$ cat config.mk
export PLATFORM = sky130hd
export DESIGN_NAME = cpu_control_sequencer
export DESIGN_NICKNAME = d
export VERILOG_FILES = /design/src/rtl/cpu_control_sequencer.sv
export SDC_FILE = /design/constraint.sdc
export NUM_CORES = 1
export LEC_CHECK = 0
export CORE_MARGIN = 2
export CORE_UTILIZATION = 40
export CTS_BUF_LIST = sky130_fd_sc_hd__clkbuf_16
export DETAILED_ROUTE_END_ITERATION = 10
export PLACE_DENSITY = 0.8
export SLEW_MARGIN = 20
export SYNTH_ARGS = -nofsm -noshare
export SYNTH_HDL_FRONTEND = slang
export SYNTH_SLANG_ARGS = --single-unit
export TNS_END_PERCENT = 5
$ cat constraint.sdc
create_clock -name clk -period 2.92 [get_ports clk]
set_input_delay 0.584 -clock clk [delete_from_list [all_inputs] [get_ports clk]]
set_output_delay 0.584 -clock clk [all_outputs]
set_load 0.02 [all_outputs]
$ cat src/rtl/cpu_control_sequencer.sv
// ---------------------------------------------------------------------------------------------
// cpu_control_sequencer
//
// Multicycle control sequencer for the single-issue CPU datapath. Each instruction walks
// FETCH -> DECODE -> EXECUTE -> WRITEBACK, one state per cycle. The fetch can stall for any
// number of cycles on imem_ready. An unsupported encoding parks the sequencer in TRAP until
// reset.
//
// Only ARM-style data-processing instructions are supported: ADD, SUB, AND, ORR and CMP. Each
// may use a register or a rotated 8-bit immediate operand and any condition code except 1111.
//
// Ports:
//   clk          in   1   system clock, rising edge
//   reset        in   1   asynchronous active-high reset
//   imem_req     out  1   fetch request (FETCH and not in reset)
//   imem_ready   in   1   imem_rdata valid; only looked at in FETCH
//   imem_rdata   in   32  instruction word
//   alu_flags    in   4   NZCV produced by the ALU during EXECUTE
//   ra1          out  4   register file A1 = IR[19:16] (Rn)
//   ra2          out  4   register file A2 = IR[3:0]   (Rm)
//   wa3          out  4   register file A3 = IR[15:12] (Rd)
//   reg_we       out  1   register file WE3, WRITEBACK pulse
//   alu_src_imm  out  1   ALU B operand select: 1 = imm_out, 0 = RD2
//   imm_out      out  32  IR[7:0] zero-extended, rotated right by 2*IR[11:8]
//   alu_control  out  4   ADD 0000, SUB 0001, AND 0010, ORR 0011
//   pc_we        out  1   PC advance strobe, WRITEBACK pulse
//   flags        out  4   architectural NZCV register
//   retired      out  1   one pulse per completed (or condition-failed) instruction
//   illegal      out  1   sticky unsupported-encoding indicator
// ---------------------------------------------------------------------------------------------
module cpu_control_sequencer #(
    parameter logic [3:0] RESET_FLAGS = 4'b0000
) (
    input  logic        clk,
    input  logic        reset,
    output logic        imem_req,
    input  logic        imem_ready,
    input  logic [31:0] imem_rdata,
    input  logic [3:0]  alu_flags,
    output logic [3:0]  ra1,
    output logic [3:0]  ra2,
    output logic [3:0]  wa3,
    output logic        reg_we,
    output logic        alu_src_imm,
    output logic [31:0] imm_out,
    output logic [3:0]  alu_control,
    output logic        pc_we,
    output logic [3:0]  flags,
    output logic        retired,
    output logic        illegal
);

    localparam logic [2:0] StFetch     = 3'd0;
    localparam logic [2:0] StDecode    = 3'd1;
    localparam logic [2:0] StExecute   = 3'd2;
    localparam logic [2:0] StWriteback = 3'd3;
    localparam logic [2:0] StTrap      = 3'd4;

    localparam logic [3:0] CmdAnd = 4'b0000;
    localparam logic [3:0] CmdSub = 4'b0010;
    localparam logic [3:0] CmdAdd = 4'b0100;
    localparam logic [3:0] CmdCmp = 4'b1010;
    localparam logic [3:0] CmdOrr = 4'b1100;

    localparam logic [3:0] AluAdd = 4'b0000;
    localparam logic [3:0] AluSub = 4'b0001;
    localparam logic [3:0] AluAnd = 4'b0010;
    localparam logic [3:0] AluOrr = 4'b0011;

    // -----------------------------------------------------------------------------------------
    // State
    // -----------------------------------------------------------------------------------------
    logic [2:0]  state_q, state_d;
    logic [31:0] ir_q, ir_d;
    logic [3:0]  flags_q, flags_d;
    logic        illegal_q, illegal_d;
    // Condition result captured in DECODE. EXECUTE may rewrite the flags, so WRITEBACK must
    // not re-evaluate the condition against the updated NZCV.
    logic        cond_ok_q, cond_ok_d;

    // -----------------------------------------------------------------------------------------
    // Instruction fields
    // -----------------------------------------------------------------------------------------
    logic [3:0] f_cond;
    logic [1:0] f_op;
    logic       f_imm;
    logic [3:0] f_cmd;
    logic       f_s;
    logic [3:0] f_rn;
    logic [3:0] f_rd;
    logic [3:0] f_rot;
    logic [7:0] f_imm8;
    logic [7:0] f_shift;
    logic [3:0] f_rm;

    assign f_cond  = ir_q[31:28];
    assign f_op    = ir_q[27:26];
    assign f_imm   = ir_q[25];
    assign f_cmd   = ir_q[24:21];
    assign f_s     = ir_q[20];
    assign f_rn    = ir_q[19:16];
    assign f_rd    = ir_q[15:12];
    assign f_rot   = ir_q[11:8];
    assign f_imm8  = ir_q[7:0];
    assign f_shift = ir_q[11:4];
    assign f_rm    = ir_q[3:0];

    logic is_cmp;
    assign is_cmp = (f_cmd == CmdCmp);

    // -----------------------------------------------------------------------------------------
    // Legality
    // -----------------------------------------------------------------------------------------
    logic cmd_known;
    logic legal;

    always_comb begin
        cmd_known = 1'b0;
        case (f_cmd)
            CmdAnd, CmdSub, CmdAdd, CmdCmp, CmdOrr: cmd_known = 1'b1;
            default:                                cmd_known = 1'b0;
        endcase
    end

    // Register-operand forms must carry no shift (IR[11:4] == 0).
    // CMP only makes sense with S set.
    // Writing R15 would bypass the PC sequencing, so Rd=15 is rejected.
    assign legal = (f_op == 2'b00)
                 && cmd_known
                 && (f_cond != 4'b1111)
                 && (f_imm || (f_shift == 8'h00))
                 && (!is_cmp || f_s)
                 && (is_cmp || (f_rd != 4'd15));

    // -----------------------------------------------------------------------------------------
    // Condition evaluation on the architectural flags (N = [3], Z = [2], C = [1], V = [0])
    // -----------------------------------------------------------------------------------------
    logic flag_n, flag_z, flag_c, flag_v;
    logic cond_pass;

    assign flag_n = flags_q[3];
    assign flag_z = flags_q[2];
    assign flag_c = flags_q[1];
    assign flag_v = flags_q[0];

    always_comb begin
        cond_pass = 1'b0;
        case (f_cond)
            4'b0000: cond_pass = flag_z;                              // EQ
            4'b0001: cond_pass = !flag_z;                             // NE
            4'b0010: cond_pass = flag_c;                              // CS
            4'b0011: cond_pass = !flag_c;                             // CC
            4'b0100: cond_pass = flag_n;                              // MI
            4'b0101: cond_pass = !flag_n;                             // PL
            4'b0110: cond_pass = flag_v;                              // VS
            4'b0111: cond_pass = !flag_v;                             // VC
            4'b1000: cond_pass = flag_c && !flag_z;                   // HI
            4'b1001: cond_pass = !flag_c || flag_z;                   // LS
            4'b1010: cond_pass = (flag_n == flag_v);                  // GE
            4'b1011: cond_pass = (flag_n != flag_v);                  // LT
            4'b1100: cond_pass = !flag_z && (flag_n == flag_v);       // GT
            4'b1101: cond_pass = flag_z || (flag_n != flag_v);        // LE
            4'b1110: cond_pass = 1'b1;                                // AL
            default: cond_pass = 1'b0;                                // 1111 is trapped anyway
        endcase
    end

    // -----------------------------------------------------------------------------------------
    // Next-state logic
    // -----------------------------------------------------------------------------------------
    always_comb begin
        state_d   = state_q;
        ir_d      = ir_q;
        flags_d   = flags_q;
        illegal_d = illegal_q;
        cond_ok_d = cond_ok_q;

        case (state_q)
            StFetch: begin
                if (imem_ready) begin
                    ir_d    = imem_rdata;
                    state_d = StDecode;
                end
            end
            StDecode: begin
                if (legal) begin
                    cond_ok_d = cond_pass;
                    state_d   = StExecute;
                end else begin
                    illegal_d = 1'b1;
                    state_d   = StTrap;
                end
            end
            StExecute: begin
                if (cond_ok_q && (f_s || is_cmp)) begin
                    flags_d = alu_flags;
                end
                state_d = StWriteback;
            end
            StWriteback: begin
                state_d = StFetch;
            end
            StTrap: begin
                state_d = StTrap;
            end
            default: begin
                state_d = StTrap;
            end
        endcase
    end

    always_ff @(posedge clk or posedge reset) begin
        if (reset) begin
            state_q   <= StFetch;
            ir_q      <= 32'h0000_0000;
            flags_q   <= RESET_FLAGS;
            illegal_q <= 1'b0;
            cond_ok_q <= 1'b0;
        end else begin
            state_q   <= state_d;
            ir_q      <= ir_d;
            flags_q   <= flags_d;
            illegal_q <= illegal_d;
            cond_ok_q <= cond_ok_d;
        end
    end

    // -----------------------------------------------------------------------------------------
    // Datapath controls, combinational from IR in every state
    // -----------------------------------------------------------------------------------------
    logic [63:0] imm_dbl;
    logic [63:0] imm_rot;

    // Rotate right implemented as a shift of the doubled word.
    assign imm_dbl = {24'h00_0000, f_imm8, 24'h00_0000, f_imm8};
    assign imm_rot = imm_dbl >> {f_rot, 1'b0};
    assign imm_out = imm_rot[31:0];

    always_comb begin
        alu_control = AluAdd;
        case (f_cmd)
            CmdAdd:         alu_control = AluAdd;
            CmdSub, CmdCmp: alu_control = AluSub;
            CmdAnd:         alu_control = AluAnd;
            CmdOrr:         alu_control = AluOrr;
            default:        alu_control = AluAdd;
        endcase
    end

    assign ra1         = f_rn;
    assign ra2         = f_rm;
    assign wa3         = f_rd;
    assign alu_src_imm = f_imm;

    // -----------------------------------------------------------------------------------------
    // Strobes and status
    // -----------------------------------------------------------------------------------------
    // The reset term keeps the request low while reset is held, even though state is FETCH.
    assign imem_req = (state_q == StFetch) && !reset;
    assign reg_we   = (state_q == StWriteback) && cond_ok_q && !is_cmp;
    assign pc_we    = (state_q == StWriteback);
    assign retired  = (state_q == StWriteback);
    assign flags    = flags_q;
    assign illegal  = illegal_q;

endmodule

# Yosys cells after proc, flatten, opt, wreduce, memory -nomap -nowiden
# Cells that the tools add are included.
[totals]
regBits = 41
output_inout_bits = 58
wordCells = 73
inputBits = 39
[op_classes]
n_shift = 1
bitwise_logic = 1
n_eq_ne = 26
mux = 6
n_reduce_logical = 34
[op_table]
columns = ["cell", "n"]
rows = [
  ["$shr A40 B5 Y32", 1],
  ["$eq A4 B4 Y1 const B", 9],
  ["$eq A4 B3 Y1 const B", 5],
  ["$pmux W1 S15", 1],
  ["$eq A4 B2 Y1 const B", 3],
  ["$pmux W3 S4", 1],
  ["$logic_and A1 B1 Y1", 11],
  ["$logic_not A4 Y1", 2],
  ["$logic_not A8 Y1", 1],
  ["$ne A4 B4 Y1 const B", 2],
  ["$reduce_and A2 Y1", 4],
  ["$eq A3 B2 Y1 const B", 2],
  ["$logic_not A1 Y1", 6],
  ["$logic_or A1 B1 Y1", 6],
  ["$mux W3", 2],
  ["$pmux W2 S3", 1],
  ["$reduce_or A5 Y1", 1],
  ["$eq A4 B1 Y1 const B", 1],
  ["$eq A3 B1 Y1 const B", 1],
  ["$logic_not A3 Y1", 1],
  ["$logic_not A2 Y1", 1],
  ["$ne A2 B2 Y1 const B", 1],
  ["$reduce_or A2 Y1", 1],
  ["$eq A1 B1 Y1", 1],
  ["3 further kinds", 3],
]

# Logic depth before layout (Yosys ltp)
# Gate-level depths: netlist of the first run.
[depth]
ltp_word = 10
ltp_mapped = 6
mapped_depth_nobuf = 4

# Worst setup path before layout of the first run
# Ideal clock, no wire load.
[synth_timing]
kind = "register to output"
startpoint = "register ir_q[9]"
endpoint = "output imm_out[0]"
stages_incl_launch_ff = 5
t_arrival_ns = 1.546
path_slack_ns = 0.790
path_buffers = 2
required_ns = 2.336
cell_sequence = "dfrtp_1 -> clkbuf_1 -> clkbuf_1 -> mux2_2 -> nor2_1"
[synth_between]
elab_chain_cells = 1
[synth_rtl]
columns = ["element", "line", "rtl"]
rows = [
  ["from (decl)", "74", "logic [31:0] ir_q, ir_d;"],
  ["from (signal assigned)", "221", "ir_q <= ir_d;"],
  ["$shr A40 B5 Y32", "236", "assign imm_rot = imm_dbl >> {f_rot, 1'b0};"],
  ["to (decl)", "45", "output logic [31:0] imm_out,"],
]
# Every way passes these cells.

# Worst setup path in the final report of the first run
[layout_timing]
startpoint = "register ir_q[9]"
endpoint = "output imm_out[31]"
# Same word-level chain as after synthesis.

==> results of run 1 <==
path summary, 6_finish.rpt:
check	end	slack [ns]	cells after the start
setup / recovery	imm_out[31]	0.11	5
hold / removal	illegal$_DFFE_PP0P_	0.49	1
setup reg to reg	cond_ok_q$_DFFE_PP0P_	1.13	4
hold reg to reg	illegal$_DFFE_PP0P_	0.49	1
max in group asynchronous	ir_q[8]$_DFFE_PP0P_	1.71	3
min in group asynchronous	ir_q[17]$_DFFE_PP0P_	0.70	2
report_power, final:
part	switching (mW)	internal [mW]
Combinational	1.16	1.18
Sequential	0.355	0.809
Clock	0.204	0.309
Yosys cell counts, types with 2 or more instances:
| library cell | instances |
|---|---|
| dfrtp_1 | 41 |
| mux2_2 | 40 |
| nor2_1 | 30 |
| buf_4 | 15 |
| nand2_1 | 13 |
| o22ai_1 | 12 |
| mux2i_1 | 10 |
| clkbuf_1 | 8 |
| nand2b_1 | 7 |
| inv_1 | 5 |
| nand3_1 | 5 |
| nor2b_1 | 5 |
| nor3_1 | 5 |
| a21oi_1 | 4 |
| buf_2 | 4 |
| o21ai_0 | 4 |
| nor4_1 | 3 |
| a22oi_1 | 2 |
| and2_1 | 2 |
| o21bai_1 | 2 |
| o22a_1 | 2 |
| o2bb2ai_1 | 2 |
| o41ai_1 | 2 |
cell families (layout without fill, tap and decap cells):
kind of cell           Yosys count  after routing  synth area share (%)
other                            1              2                0.1524
flip-flops                      41             41                 41.69
AO/OA/AOI/OAI                   39             39                 11.39
multiplexers                    51             51                 22.83
XOR/XNOR                         1              1                0.3559
AND/OR/NAND/NOR                 78             78                 15.91
buffers and inverters           34            114                 7.677
stage by stage:
step	hold slack [ns]	utilization, %
after floorplan	0.4820	-
after global placement	0.4739	57.21
after detailed placement	0.4702	57.23
after CTS	0.4982	59.55
after global routing	0.5127	59.62
final	0.4880	59.62
sequential cells by signal (all words and copies together), names as in the netlist:
register and cells:
cond_ok_q 1, state_q 3, illegal 1, flags 4, ir_q 32
area by class of cell:
type	count	area, um^2
clock inverters	3	12.51
repair buffers	100	985.9
inverters	6	23.77
fillers	518	2391
multi-input cells	171	1261
clock buffers	5	125.1
well taps	75	93.84
flip-flops and latches	41	1027
cells in the final DEF, fill, tap and decap left out, types with 4 or more instances in the layout:
| cell type | instances |
|---|---|
| buf_4 | 6 |
| nand3_1 | 5 |
| nand2b_1 | 7 |
| clkdlybuf4s50_1 | 94 |
| inv_1 | 4 |
| dfrtp_1 | 40 |
| nor3_1 | 5 |
| clkbuf_16 | 5 |
| o22ai_1 | 12 |
| nor2b_1 | 5 |
| mux2i_1 | 10 |
| nand2_1 | 13 |
| mux2_2 | 40 |
| o21ai_0 | 4 |
| a21oi_1 | 4 |
| nor2_1 | 29 |
layer usage:
| layer | GRT usage [%] | wire length [um] | up-vias |
|---|---|---|---|
| met4 | 4.333 | 27 | 0 |
| met2 | 33.71 | 3016 | 98 |
| met3 | 3.804 | 484 | 5 |
| li1 | - | - | 1027 |
| met1 | 23.65 | 2634 | 1027 |
| met5 | 0 | 0 | - |
==> results.toml, run 1 <==
[logic_synthesis]
syn_inst = 245
ys_warn_count = 0
seq_area_frac_synth_pct = 41.69
avgSynthCellArea_um2 = 10.05
synth_async_sr_flop_share_pct = 100.0
synth_top_area_share_pct = 41.69
synth_cell_types = 45
synthFlopType = "dfrtp_1"
syn_area_um2 = 2461
synth_area_leader_cell = "dfrtp_1"
synth-edff-count = 0
synth.area.top_cells = "dfrtp_1, mux2_2, buf_4"
ys_seq_elements = 41

[worst_hold_path]
min_path_type = "reg -> reg"
holdCritStartpoint = "illegal$_DFFE_PP0P_"

[clocking]
cts_setup_buffers = 0
cts_hold_buf = 0
clk_latency_ns = 0.28
cts_tree = "built"
htree_levels = 2
cts_num_sinks = 41
cts_buffers = 5
clk_path_buf_depth = 2
post_cts_resize_count = 0
root_buffer = "clkbuf_16"
clk_pin_slew_ns = 0.06

[sta]
finalSetupViolCount = 0
finalHoldViolCount = 0
fin_crit_ns = 2.810
fmax_ghz = 0.3559
grt_setup_unrepaired = "no"
setup_slack_ns = 0.1098
skew_ns = 0.002863
slew_violations = 0
fin_tns_setup_ns = 0
relSlewSlack_pct = 62.26
post-route-period-util_pct = 96.24
worst_pin_slew_ns = 0.5602

[route]
vias_per_cell = 5.379
routed-via-count = 2157
drc_errors = 0
drtIter0Drc = 80
wl_per_cell_um = 15.37
antenna_left = 0
drtPass1Iterations = 4
drt_wl_total_um = 6162

[die]
num_io_pins = 97
core-area_um2 = 5921
die-height_um = 82.44
std_cell_rows = 28
die_x_um = 82.44
start_util_pct = 41.57
dieArea_um2 = 6796

[setup_path]
cp-end-kind = "output pin"
criticalPathCategory = "reg -> out"
crit_buf_inv = 1
path_max_fanout = 5
critPathTopFamily = "buffers and inverters"
r2r_start = "ir_q[23]$_DFFE_PP0P_"
slowest_stage = "clkdlybuf4s50_1"
arrival_ns = 2.23
crit_required_ns = 2.34
worst_setup_path_start_kind = "flop"
crit_path_cell_trace = "mux2_2, a22oi_1, mux2i_1, and2_1, clkdlybuf4s50_1"
crit_path_max_incr_delay_ns = 0.54
crit_path_start = "ir_q[9]$_DFFE_PP0P_"

[grt]
grt_pass1_wl_um = 9915
grt_max_degree = 33
antenna_found_initial = 0
grt_pass1_vias = 2094
grtUsageTotal_pct = 18.97
grt_overflow = 0

[pwr]
p_total_mw = 4.014
ir_drop_mv = 0.5977
power_density_nw_per_um2 = 1137
p_leak_nw = 1.369

[layout]
synthToLayoutAreaGrowth_pct = 43.42
postLayoutCellArea_um2 = 3530
drive_gt1_share_pct = 18.10
nets = 364
final_cells = 401
antenna_cells = 0

[place]
port-buffer-count = 94
place_ws_ns = 0.3485
place_inst = 393
post-dp-hpwl_um = 4659
placed_cell_area_um2 = 3388
gp_congestion = 0.8705

[run]
drv_cap = 0

[status]
status = "finished clean"
(Power assumes the default switching activity.)
==> run 2: changes to the inputs <==
Clock period 2.92 ns to 2.9 ns, I/O delays scaled along.
==> run 2 against run 1 <==
Worst hold slack better by 0.0083 ns. Sequential cell count stayed put. Worst setup slack worse by 0.0094 ns. Via count is 0.14% higher. Cell count stayed put.
==> results.toml, run 2 (synthesized netlist as in run 1, its figures left out) <==
[sta]
relSlewSlack_pct = 60.85
slew_violations = 0
fmax_ghz = 0.3572
fin_tns_setup_ns = 0
finalSetupViolCount = 0
post-route-period-util_pct = 96.54
holdWs_ns = 0.4963
skew_ns = 0.001715
fin_crit_ns = 2.800
finalHoldViolCount = 0
grt_setup_unrepaired = "no"
worst_pin_slew_ns = 0.5811

[layout]
drive_gt1_share_pct = 18.10
largest_reg_flops = 32
final_common_cell = "clkdlybuf4s50_1"
antenna_cells = 0
final.fill_count = 506
nets = 364
final_cell_mix = "clkdlybuf4s50_1, mux2_2, dfrtp_1, nor2_1, nand2_1"
top_register = "ir_q"
synthToLayoutAreaGrowth_pct = 43.42

[clocking]
root_buffer = "clkbuf_16"
cts_num_sinks = 41
cts_buffers = 5
cts_setup_buffers = 0
clk_latency_ns = 0.28
htree_levels = 2
cts_tree = "built"
clk_pin_slew_ns = 0.05
clk_path_buf_depth = 2

[pwr]
p_leak_nw = 1.369
ir_drop_mv = 0.5662
power_density_nw_per_um2 = 1145

[grt]
grt_pass1_wl_um = 9777
grt_pass1_vias = 1990
grt_overflow = 0
grt_max_degree = 33
antenna_found_initial = 0
grtUsageTotal_pct = 18.73

[die]
core-area_um2 = 5921
std_cell_rows = 28
die-height_um = 82.44
start_util_pct = 41.57
dieArea_um2 = 6796
die_x_um = 82.44
num_io_pins = 97

[setup_path]
path_max_fanout = 5
cp-end-kind = "output pin"
arrival_ns = 2.22
worst_setup_path_start_kind = "flop"
crit_required_ns = 2.32
slowest_stage = "clkdlybuf4s50_1"
crit_path_max_incr_delay_ns = 0.53
crit_path_start = "ir_q[9]$_DFFE_PP0P_"
crit_path_cell_trace = "mux2_2, a22oi_1, mux2i_1, and2_1, clkdlybuf4s50_1"
criticalPathCategory = "reg -> out"
crit_buf_inv = 1
critPathTopFamily = "buffers and inverters"
r2r_start = "ir_q[23]$_DFFE_PP0P_"

[place]
post-dp-hpwl_um = 4722
port-buffer-count = 94
gp_congestion = 0.8760

[route]
routed-via-count = 2160
antenna_left = 0
drt_wl_total_um = 6178
drc_errors = 0
drtPass1Iterations = 4
drtIter0Drc = 61
vias_per_cell = 5.387
wl_per_cell_um = 15.41

[worst_hold_path]
holdCritStartpoint = "illegal$_DFFE_PP0P_"
min_path_type = "reg -> reg"

[run]
drv_cap = 0

[status]
status = "finished clean"
## run 2: repair_timing
action                     in CTS  in global routing
setup endpoints to repair       0                 16
hold buffers                    0                  0
gates resized for setup         0                  2
## run 2: power breakdown
part	leakage, nW	switching, mW	internal (mW)
combinational	0.817	1.18	1.18
sequential	0.484	0.351	0.815
clock	0.0687	0.202	0.311
## run 2: area by class of cell
class	instances	area (um^2)	area share (%)
Clock buffer	5	125.1	3.545
Clock inverter	3	12.51	0.3545
Multi-Input combinational cell	171	1261	35.73
Inverter	6	23.77	0.6735
Timing Repair Buffer	100	985.9	27.93
Tap cell	75	93.84	2.659
Sequential cell	41	1027	29.10
## run 2: worst paths after layout
kind / endpoint / slack (ns) / depth (start not counted)
max: imm_out[31] / 0.10 / 5
min: illegal$_DFFE_PP0P_ / 0.50 / 1
max reg2reg: cond_ok_q$_DFFE_PP0P_ / 1.09 / 4
min reg2reg: illegal$_DFFE_PP0P_ / 0.50 / 1
max in group asynchronous: ir_q[8]$_DFFE_PP0P_ / 1.70 / 3
min in group asynchronous: flags[1]$_DFFE_PP0P_ / 0.69 / 2
## run 2: metal layers
layer | vias up | global-route usage (%) | wire, um | share of wire, %
met5 | - | 0 | 0 | 0
met4 | 0 | 4.000 | 38 | 0.62
met3 | 4 | 3.587 | 478 | 7.7
met2 | 96 | 32.42 | 3008 | 49
met1 | 1037 | 24.31 | 2652 | 43
li1 | 1023 | - | - | -
## run 2: metrics by stage
step	cell area, um^2	cells	utilization, %	setup slack, ns	power (mW)
CTS	3526	401	59.55	0.05227	4.054
global route	3530	401	59.62	0.01566	4.309
finish	3530	401	59.62	0.1005	4.040
global placement	3387	393	57.21	0.3727	3.476
floorplan	2465	246	-	0.7736	2.651
detailed placement	3388	393	57.23	0.3484	3.529
==> run 3: changes to the inputs <==
Settings changed: RECOVER_POWER from default to 50.
==> run 3 against run 2 <==
Cell count is the same. Sequential cell count is the same. Combinational power is essentially flat. Critical path depth is the same. Design area shrank 0.85%. Total power shrank 0.22%. Sequential power is essentially flat. Non-clock buffer count is the same. Largest power group unchanged. Critical path type unchanged. Die area is the same. Worst hold slack is essentially flat. First-iteration DRC count grew 28%.
==> results.toml, run 3 (synthesized netlist as in run 1, its figures left out) <==
[status]
status = "finished clean"

[sta]
finalSetupViolCount = 0
setup_slack_ns = 0.1040
fmax_ghz = 0.3577
slew_violations = 0
finalHoldViolCount = 0
fin_crit_ns = 2.796
post-route-period-util_pct = 96.41
fin_tns_setup_ns = 0
relSlewSlack_pct = 3.568
grt_setup_unrepaired = "no"
worst_pin_slew_ns = 1.439
skew_ns = 0.001595

[clocking]
cts_num_sinks = 41
cts_buffers = 5
cts_setup_buffers = 0
clk_path_buf_depth = 2
cts_hold_buf = 0
clk_pin_slew_ns = 0.05
root_buffer = "clkbuf_16"
htree_levels = 2
clk_latency_ns = 0.28
post_cts_resize_count = 0
cts_tree = "built"

[place]
port-buffer-count = 94
place_ws_ns = 0.3484
placed_cell_area_um2 = 3388
gp_congestion = 0.8760
post-dp-hpwl_um = 4722

[setup_path]
criticalPathCategory = "reg -> out"
reg2reg_setup_slack_ns = 0.66
path_max_fanout = 5
setup.worst_path.end = "imm_out[31]"
reg2reg_depth = 3
crit_required_ns = 2.32
r2r_start = "state_q[0]$_DFFE_PP0P_"
crit_path_max_incr_delay_ns = 0.53
arrival_ns = 2.22
crit_path_start = "ir_q[9]$_DFFE_PP0P_"
regToRegEndpoint = "ir_q[21]$_DFFE_PP0P_"
critPathTopFamily = "buffers and inverters"
worst_setup_path_start_kind = "flop"
slowest_stage = "clkdlybuf4s50_1"
crit_path_cell_trace = "mux2_2, a22oi_1, mux2i_1, and2_1, clkdlybuf4s50_1"
cp-end-kind = "output pin"
crit_buf_inv = 1
crit_cells = 5

[die]
die_x_um = 82.44
num_io_pins = 97
std_cell_rows = 28
dieArea_um2 = 6796
start_util_pct = 41.57
die-height_um = 82.44
core-area_um2 = 5921

[grt]
antenna_found_initial = 0
grt_max_degree = 33
grt_pass1_vias = 1990
grt_pass1_wl_um = 9777
grtUsageTotal_pct = 18.73
grt_overflow = 0

[pwr]
p_total_mw = 4.031
p_leak_nw = 1.345
power_density_nw_per_um2 = 1152
ir_drop_mv = 0.5636

[layout]
final_cell_mix = "clkdlybuf4s50_1, mux2_2, dfrtp_1, nor2_1, nand2_1"
largest_reg_flops = 32
nets = 364
synthToLayoutAreaGrowth_pct = 42.20
antenna_cells = 0
drive_gt1_share_pct = 16.56
postLayoutCoreUtil_pct = 59.11
final.fill_count = 511
final_common_cell = "clkdlybuf4s50_1"
postLayoutCellArea_um2 = 3500
top_register = "ir_q"

[route]
wl_met2_um = 2990
drt_wl_total_um = 6185
top_layer = "met4"
wl_met1_um = 2664
drtPass1Iterations = 4
wl_met3_um = 481
wl_per_cell_um = 15.42
routed-via-count = 2164
vias_per_cell = 5.397
antenna_left = 0
drtIter0Drc = 78
drc_errors = 0

[run]
drv_cap = 0

[worst_hold_path]
min_path_type = "reg -> reg"
[run 3: cell count changes in the layout (fill, tap and decap cells not counted)]
cell,delta
clkinvlp_2,+1
buf_4,-4
clkdlybuf4s50_1,-2
clkinv_2,-1
nor4b_4,-1
nor4b_1,+1
clkbuf_1,+4
dlygate4sd3_1,+2
[run 3: cell type report]
class	instances	area [um^2]	share of cell area, %
clock buffer	5	125.1	3.575
clock inverter	3	12.51	0.3575
inverter	6	23.77	0.6793
multi-input combinational	171	1246	35.61
sequential	41	1027	29.35
tap	75	93.84	2.681
timing repair buffer	100	970.9	27.74
[run 3: power by group]
group          total [mW]  internal [mW]  switching, mW  leakage [nW]
logic                2.36           1.18           1.18         0.792
clock network       0.512          0.311          0.201        0.0687
registers            1.16          0.815          0.349         0.484
[run 3: metal layers]
| metal | vias to the layer above | GRT usage (%) |
|---|---|---|
| met5 | - | 0 |
| met4 | 0 | 4.000 |
| met1 | 1036 | 24.31 |
| met3 | 6 | 3.587 |
| met2 | 96 | 32.42 |
| li1 | 1026 | - |
[run 3: worst min path at each step]
stage,start,end,slack (ns),cells after the start
floorplan,ir_q[16]$_DFFE_PP0P_,ir_q[16]$_DFFE_PP0P_,0.48,1
global placement,illegal$_DFFE_PP0P_,illegal$_DFFE_PP0P_,0.47,1
detailed placement,illegal$_DFFE_PP0P_,illegal$_DFFE_PP0P_,0.46,1
CTS,illegal$_DFFE_PP0P_,illegal$_DFFE_PP0P_,0.49,1
global route,illegal$_DFFE_PP0P_,illegal$_DFFE_PP0P_,0.52,1
finish,illegal$_DFFE_PP0P_,illegal$_DFFE_PP0P_,0.50,1
[run 3: worst reg2reg max path, delay by kind of cell, from the launching register on]
family        cells  cell delay, ns
flops             1            0.45
simple gates      1            0.41
mux               1            0.43
buf+inv           1            0.83
[run 3: stage by stage]
stage	instances	hold WS (ns)
6_report	401	0.4963
5_1_grt	401	0.5231
4_1_cts	401	0.4907
3_5_place_dp	393	0.4636
3_3_place_gp	393	0.4734
2_1_floorplan	246	0.4820
